`config.mk`:
```
export PLATFORM = sky130hd
export DESIGN_NAME = aes_word_loader
export DESIGN_NICKNAME = d
export VERILOG_FILES = /design/src/rtl/aes_pkg.sv /design/src/rtl/aes_out_serializer.sv /design/src/rtl/aes_word_loader.sv
export SDC_FILE = /design/constraint.sdc
export NUM_CORES = 1
export LEC_CHECK = 0
export CAP_MARGIN = 20
export CORE_MARGIN = 2
export CORE_UTILIZATION = 51
export CTS_CLUSTER_DIAMETER = 80
export DETAILED_ROUTE_END_ITERATION = 16
export GPL_TIMING_DRIVEN = 0
export PLACE_DENSITY_LB_ADDON = 0.3
export SLEW_MARGIN = 30
export SYNTH_ARGS = -nofsm -noshare
export SYNTH_HDL_FRONTEND = slang
export SYNTH_HIERARCHICAL = 1
export SYNTH_SLANG_ARGS = --single-unit
```
`constraint.sdc`:
```
create_clock -name clk -period 28.4 [get_ports clk]
set_clock_uncertainty 0.1 [all_clocks]
set_input_delay 5.68 -clock clk [delete_from_list [all_inputs] [get_ports clk]]
set_output_delay 5.68 -clock clk [all_outputs]
set_load 0.05 [all_outputs]
```
`src/rtl/aes_pkg.sv`:
```
// Shared types and constants for the AES word-stream loader.
package aes_pkg;

    localparam int unsigned WORD_W    = 32;
    localparam int unsigned MSG_W     = 128;
    localparam int unsigned MSG_WORDS = MSG_W / WORD_W;
    localparam int unsigned CNT_W     = 3;

    typedef enum logic [2:0] {
        LOAD_KEY,
        LOAD_MSG,
        START,
        ARM,
        WAIT,
        UNLOAD
    } loader_state_t;

    function automatic int unsigned key_words(input int unsigned k);
        return k / WORD_W;
    endfunction

endpackage

```
`src/rtl/aes_out_serializer.sv`:
```
// Holds the 128-bit core result and returns it as four valid/ready words, MS word first.
module aes_out_serializer
    import aes_pkg::*;
(
    input  logic              clk,
    input  logic              reset,
    input  logic              i_load,
    input  logic [MSG_W-1:0]  i_data,
    input  logic              i_ready,
    output logic              o_valid,
    output logic [WORD_W-1:0] o_data,
    output logic              o_last,
    output logic              o_done_c
);

    logic [MSG_W-1:0]  r_result;
    logic [1:0]        r_idx;
    logic              r_valid;
    logic [WORD_W-1:0] r_data;
    logic              r_last;
    logic              w_xfer;

    assign w_xfer   = r_valid & i_ready;
    assign o_done_c = w_xfer & r_last;
    assign o_valid  = r_valid;
    assign o_data   = r_data;
    assign o_last   = r_last;

    // r_result shifts left so its top word is always the one presented next.
    always_ff @(posedge clk or posedge reset) begin
        if (reset) begin
            r_result <= '0;
            r_idx    <= '0;
            r_valid  <= 1'b0;
            r_data   <= '0;
            r_last   <= 1'b0;
        end else if (i_load) begin
            r_result <= i_data;
            r_idx    <= '0;
            r_valid  <= 1'b1;
            r_data   <= i_data[MSG_W-1 -: WORD_W];
            r_last   <= 1'b0;
        end else if (w_xfer) begin
            if (r_last) begin
                r_result <= '0;
                r_idx    <= '0;
                r_valid  <= 1'b0;
                r_data   <= '0;
                r_last   <= 1'b0;
            end else begin
                r_result <= {r_result[MSG_W-WORD_W-1:0], {WORD_W{1'b0}}};
                r_idx    <= r_idx + 2'd1;
                r_data   <= r_result[MSG_W-WORD_W-1 -: WORD_W];
                r_last   <= (r_idx == 2'd2);
            end
        end
    end

endmodule

```
`src/rtl/aes_word_loader.sv`:
```
// Word-stream front end for aes_core: loads key/message, pulses ce, unloads the result.
// Optional AES_KEY_REUSE_EN adds in_reuse to skip the key load when a key is already held.
module aes_word_loader
    import aes_pkg::*;
#(
    parameter int unsigned K = 128
) (
    input  logic              clk,
    input  logic              reset,
    input  logic              in_valid,
    input  logic [WORD_W-1:0] in_data,
    input  logic              in_dir,
`ifdef AES_KEY_REUSE_EN
    input  logic              in_reuse,
`endif
    output logic              in_ready,
    output logic [K-1:0]      key,
    output logic [MSG_W-1:0]  message,
    output logic              ce,
    output logic              asyncdir,
    input  logic              done2,
    input  logic [MSG_W-1:0]  translated,
    output logic              out_valid,
    output logic [WORD_W-1:0] out_data,
    output logic              out_last,
    input  logic              out_ready,
    output logic              busy
);

    localparam int unsigned    KW       = key_words(K);
    localparam logic [CNT_W-1:0] KW_LAST  = CNT_W'(KW - 1);
    localparam logic [CNT_W-1:0] MSG_LAST = CNT_W'(MSG_WORDS - 1);

    loader_state_t     r_state, w_state_nxt;
    logic [CNT_W-1:0]  r_cnt, w_cnt_nxt;
    logic [K-1:0]      r_key;
    logic [MSG_W-1:0]  r_msg;
    logic              r_dir;
    logic              r_ce;
    logic              r_in_ready;
    logic              r_busy;
    logic              w_accept;
    logic              w_key_we;
    logic              w_msg_we;
    logic              w_dir_we;
    logic              w_load;
    logic              w_reuse;
    logic              w_out_done;

`ifdef AES_KEY_REUSE_EN
    logic              r_key_ok;
    assign w_reuse = in_reuse & r_key_ok;
`else
    assign w_reuse = 1'b0;
`endif

    assign w_accept = in_valid & r_in_ready;
    assign in_ready = r_in_ready;
    assign key      = r_key;
    assign message  = r_msg;
    assign ce       = r_ce;
    assign asyncdir = r_dir;
    assign busy     = r_busy;

    // Next state, word counter and register write enables.
    always_comb begin
        w_state_nxt = r_state;
        w_cnt_nxt   = r_cnt;
        w_key_we    = 1'b0;
        w_msg_we    = 1'b0;
        w_dir_we    = 1'b0;
        w_load      = 1'b0;
        unique case (r_state)
            LOAD_KEY: begin
                if (w_accept) begin
                    w_dir_we = (r_cnt == '0);
                    if (r_cnt == '0 && w_reuse) begin
                        // Reused key: this word is already message word 0.
                        w_msg_we    = 1'b1;
                        w_state_nxt = LOAD_MSG;
                        w_cnt_nxt   = CNT_W'(1);
                    end else begin
                        w_key_we = 1'b1;
                        if (r_cnt == KW_LAST) begin
                            w_state_nxt = LOAD_MSG;
                            w_cnt_nxt   = '0;
                        end else begin
                            w_cnt_nxt = r_cnt + CNT_W'(1);
                        end
                    end
                end
            end
            LOAD_MSG: begin
                if (w_accept) begin
                    w_msg_we = 1'b1;
                    if (r_cnt == MSG_LAST) begin
                        w_state_nxt = START;
                        w_cnt_nxt   = '0;
                    end else begin
                        w_cnt_nxt = r_cnt + CNT_W'(1);
                    end
                end
            end
            START:   w_state_nxt = ARM;
            ARM:     w_state_nxt = WAIT;
            WAIT: begin
                if (done2) begin
                    w_load      = 1'b1;
                    w_state_nxt = UNLOAD;
                end
            end
            UNLOAD: begin
                if (w_out_done) w_state_nxt = LOAD_KEY;
            end
            default: begin
                w_state_nxt = LOAD_KEY;
                w_cnt_nxt   = '0;
            end
        endcase
    end

    // Key/message shift in MS word first; outputs are registered from the next state.
    always_ff @(posedge clk or posedge reset) begin
        if (reset) begin
            r_state    <= LOAD_KEY;
            r_cnt      <= '0;
            r_key      <= '0;
            r_msg      <= '0;
            r_dir      <= 1'b0;
            r_ce       <= 1'b0;
            r_in_ready <= 1'b1;
            r_busy     <= 1'b0;
        end else begin
            r_state    <= w_state_nxt;
            r_cnt      <= w_cnt_nxt;
            if (w_key_we) r_key <= {r_key[K-WORD_W-1:0], in_data};
            if (w_msg_we) r_msg <= {r_msg[MSG_W-WORD_W-1:0], in_data};
            if (w_dir_we) r_dir <= in_dir;
            r_ce       <= (w_state_nxt == START);
            r_in_ready <= (w_state_nxt == LOAD_KEY) || (w_state_nxt == LOAD_MSG);
            r_busy     <= !((w_state_nxt == LOAD_KEY) && (w_cnt_nxt == '0));
        end
    end

`ifdef AES_KEY_REUSE_EN
    always_ff @(posedge clk or posedge reset) begin
        if (reset) begin
            r_key_ok <= 1'b0;
        end else if (w_key_we && r_cnt == KW_LAST) begin
            r_key_ok <= 1'b1;
        end
    end
`endif

    aes_out_serializer u_ser (
        .clk      (clk),
        .reset    (reset),
        .i_load   (w_load),
        .i_data   (translated),
        .i_ready  (out_ready),
        .o_valid  (out_valid),
        .o_data   (out_data),
        .o_last   (out_last),
        .o_done_c (w_out_done)
    );

endmodule

```
Word level (Yosys, flattened, before mapping) --
Cells that the tools add are included.
Storage, ports and cells: register bits 398, bits in latches 0, bits in writable memories 0, memory bits (read-only) 0, memories 0
Cells by class: add/subtract/negate cells 2, $mul 0, divide/modulo/power cells 0, magnitude comparators 0, eq/ne operators 9, shift operators 0, muxes and demuxes 32, bitwise logic cells 3, reduce and logical (&&, ||, !) cells 12
Operators with widths (count):
- $mux 96 | 3
- $mux 32 | 3
- $mux 3 | 8
- $pmux 3 s6 | 1
- $mux 1 | 13
- $eq 3x2->1 const B | 4
- $logic_not 3->1 | 4
- $eq 3x1->1 const B | 2
- $eq 3x3->1 const B | 2
- $mux 2 | 3
- $pmux 3 s2 | 1
- $reduce_bool 2->1 | 2
- $reduce_or 4->1 | 1
- $add 3x1->3 const B | 1
- $and 1x1->1 | 3
- $add 2x1->2 const B | 1
- $eq 2x2->1 const B | 1
- $reduce_and 2->1 | 1
- $reduce_or 2->1 | 1
- $logic_and 1x1->1 | 1
- $logic_not 1->1 | 1
- $logic_or 1x1->1 | 1

Longest topological paths before layout --
depth in word-level cells 7, gate-level depth with buffers 8, gate-level depth less buffers 6

By module --
Netlist, hierarchy kept.
By module, submodules not included:
- aes_word_loader | times used 1, cells an instance 593, area an instance 10508.8 um^2, sequential area each 6657.6 um^2
- aes_out_serializer | times used 1, cells an instance 409, area an instance 5444.0 um^2, sequential area each 3303.2 um^2

Least setup slack after synthesis --
Ideal clock, no wire load.
kind in2reg, from input in_valid, to register r_msg[0], in the netlist message[0], arrival 6716 ps, required time 28175 ps, slack 21459 ps, stages on the path 5, buffers on the path 2, cell sequence and3b_2 -> and3_4 -> buf_6 -> buf_8 -> mux2_4
Between the ends: longest elaborated chain between the ends 3
Ends and longest elaborated chain:
- start, declared | line aes_word_loader.sv:10 | input logic in_valid,
- $and 1x1->1 | line aes_word_loader.sv:57 | assign w_accept = in_valid & r_in_ready;
- $mux 1 (2 in a row)
- end signal, assigned | line aes_word_loader.sv:137 | if (w_msg_we) r_msg <= {r_msg[MSG_W-WORD_W-1:0], in_data};
- end, declared | line aes_word_loader.sv:37 | logic [MSG_W-1:0] r_msg;
No other way between the ends. A chain may end at the register's enable or synchronous reset.

Final worst setup path --
from register r_in_ready, in the netlist in_ready, to output in_ready
RTL lines:
- start, declared | line aes_word_loader.sv:40 | logic r_in_ready;
- start signal, assigned | line aes_word_loader.sv:140 | r_in_ready <= (w_state_nxt == LOAD_KEY) || (w_state_nxt == LOAD_MSG);
- end, declared | line aes_word_loader.sv:16 | output logic in_ready,
No word-level cell between the ends.

==> results.cfg <==
[status]
status = finished, final reports clean

[synthesis]
yosys.area.top_type = dfrtp_1
async_flop_share_pct = 100
avgSynthCellArea_sq_um = 15.9
synth_cell_type_count = 38
synth_commonest_cells = dfrtp_1 (397), mux2_2 (153), mux2_4 (104)
yosys.area.top_type_share_pct = 62.3
yosysSeqAreaShare_pct = 62.4
yosysMostFrequentCell = dfrtp_1
yosys_warnings = 6
synth_edf_count = 0
syn_area_sq_um = 16000
yosys-top-cells-area = dfrtp_1 (62%), mux2_2 (11%), mux2_4 (9.8%)
syn_inst = 1002
synth_nets = 1171
ys_ff_latch = 398
synth_ff_type = dfrtp_1

[clock_network]
cts_setup_buffers = 0
ctsResizeCount = 0
cts_sinks = 398
cts_tree = yes
cts_buffers = 42
hold_buffers = 0
cts_max_level = 2
root_buffer = clkbuf_16
clk_pin_slew_ns = 0.06
cts_buffer_depth = 3
insertion_delay_ns = 0.53

[critical_path]
critPathSlowestCell = clkdlybuf4s50_1
critPathCaptureType = output pin
critical_path.cell_chain = clkdlybuf4s50_1
r2r_end = u_ser/r_result[20]
path_buf_inv = 1
crit_start = in_ready
cp_data_required_time_ns = 22.62
critical_path.endpoint = in_ready
cp_data_arrival_time_ns = 1.95
path_max_fanout = 5
slowest_delay_ns = 0.86
rrSetupSlack_ns = 26.07
critPathLaunchType = flip-flop
reg2reg_depth = 7
worstReg2RegStart = r_state[1]
critical_path_class = reg -> out
cp_num_cells = 1
crit_family = buffers and inverters

[timing]
fin_crit_sh_pct = 27.2
fin_setup_tns_ns = 0
final-hold-violation-count = 0
timing.fmax_mhz = 129
finalSetupViolCount = 0
min_period_ns = 7.73
slew_violations = 0
tightest_slew_ns = 0.667
rsz0062_at_grt = no
slew_headroom_pct = 55.4

[detailed_routing]
ant_nets = 0
dr.pass1.iters = 4
wl_per_cell_um = 24.1
route.detailed.drc = 0
drt_iter0_markers = 632
vias = 10800
post_drt_via_cell_ratio = 5.57
wirelength_mm = 46.7

[global_route]
grt_first_pass_wirelength_mm = 71.2
antenna_found_initial = 3
first_global_vias = 11500
grt_use_total_pct = 28.4
overflow = 0
grt_max_degree = 91

[cells_and_area]
multiInputGateArea_sq_um = 5450
layout.nets = 1678
seqCellArea_sq_um = 9960
drive_above_1_share_pct = 25.5
syn2layout_area_growth_pct = 42.3
fillCellCount = 2003

[floorplanning]
num_io_pins = 460
start_util_pct = 52.0
die_w_um = 181
row_count = 64
core_area_sq_um = 30700
die_h_um = 181
die_area_sq_um = 32700

[flow_run]
drv_cap = 0

[placed_design]
gp_congestion = 0.877
hpwlAfterDp_mm = 34.4
io_buffer_count = 459

[worst_hold_path]
hold_path.class = reg -> reg
[routing by layer]
layer	up-vias	part of all wire (%)	track usage [%]
met5	-	0.069	0.741
met4	4	4.3	12.2
met3	102	8.3	8.28
met2	474	50	49.4
met1	5511	37	32.6
li1	4706	-	-
[through the flow]
step / area (sq um) / utilization, % / setup slack, ns / hold slack (ns) / cells
floorplan: 16000 / - / 15.30 / 0.367 / 1002
global placement: 21000 / 68.6 / 12.25 / 0.383 / 1857
detailed placement: 21200 / 69.0 / 20.70 / 0.383 / 1861
CTS: 22700 / 74.0 / 20.67 / 0.405 / 1939
global route: 22700 / 74.0 / 20.64 / 0.415 / 1940
finish: 22700 / 74.0 / 20.67 / 0.404 / 1940
[cells in the final DEF, fill, tap and decap left out, drive strengths merged, types with 2 or more instances in the layout]
| cell type | n |
|---|---|
| clkdlybuf4s50 | 459 |
| dfrtp | 397 |
| mux2 | 257 |
| and2 | 96 |
| a221o | 96 |
| clkbuf | 74 |
| buf | 61 |
| a22o | 35 |
| clkinv | 9 |
| inv | 9 |
| bufinv | 7 |
| nor2 | 6 |
| a211oi | 3 |
| a21oi | 3 |
| ha | 3 |
| and3 | 3 |
| nand2 | 2 |
| o21ai | 2 |
| a31oi | 2 |
| nor4bb | 2 |
| nand2b | 2 |
[kinds of logic (layout without fill, tap and decap cells)]
group	count (synthesis)	after routing	share of synthesized area, %
AO/OA/AOI/OAI	147	147	8.64
adder cells (fa/ha/maj)	3	3	0.235
buffers and inverters	78	619	3.41
flip-flops	398	398	62.4
multiplexers	257	257	20.6
other	0	1	0
AND/OR/NAND/NOR	119	119	4.69
[worst min path at each step]
| stage | from | end | slack (ns) | cells past startpoint |
|---|---|---|---|---|
| after CTS | u_ser/r_result[28] | u_ser/r_result[28] | 0.40 | 1 |
| after global routing | message[102] | message[102] | 0.42 | 1 |
| after global placement | u_ser/r_result[2] | u_ser/r_result[2] | 0.38 | 1 |
| final | key[99] | key[99] | 0.40 | 1 |
| after detailed placement | u_ser/r_result[28] | u_ser/r_result[28] | 0.38 | 1 |
| after floorplan | u_ser/r_result[0] | u_ser/r_result[0] | 0.37 | 1 |
[registers in the layout, summed over array words and instances, names as in the netlist, 2 cells and up]
name	cells
key	128
r_cnt	3
u_ser/o_data	32
r_state	3
message	128
u_ser/r_result	96
u_ser/r_idx	2
[final cells by class]
cell class | instances | share of cell area, %
multi-input cells | 526 | 24.0
clock inverters | 16 | 1.14
plain buffers | 69 | 2.25
diodes | 1 | 0.0110
clock buffers | 62 | 5.59
flip-flops and latches | 398 | 43.9
inverters | 9 | 0.215
well taps | 396 | 2.18
repair buffers | 463 | 20.7
Power is left out: the tool's default activity adds up to more than one toggle a clock period on the data nets, which glitch-free logic cannot reach.
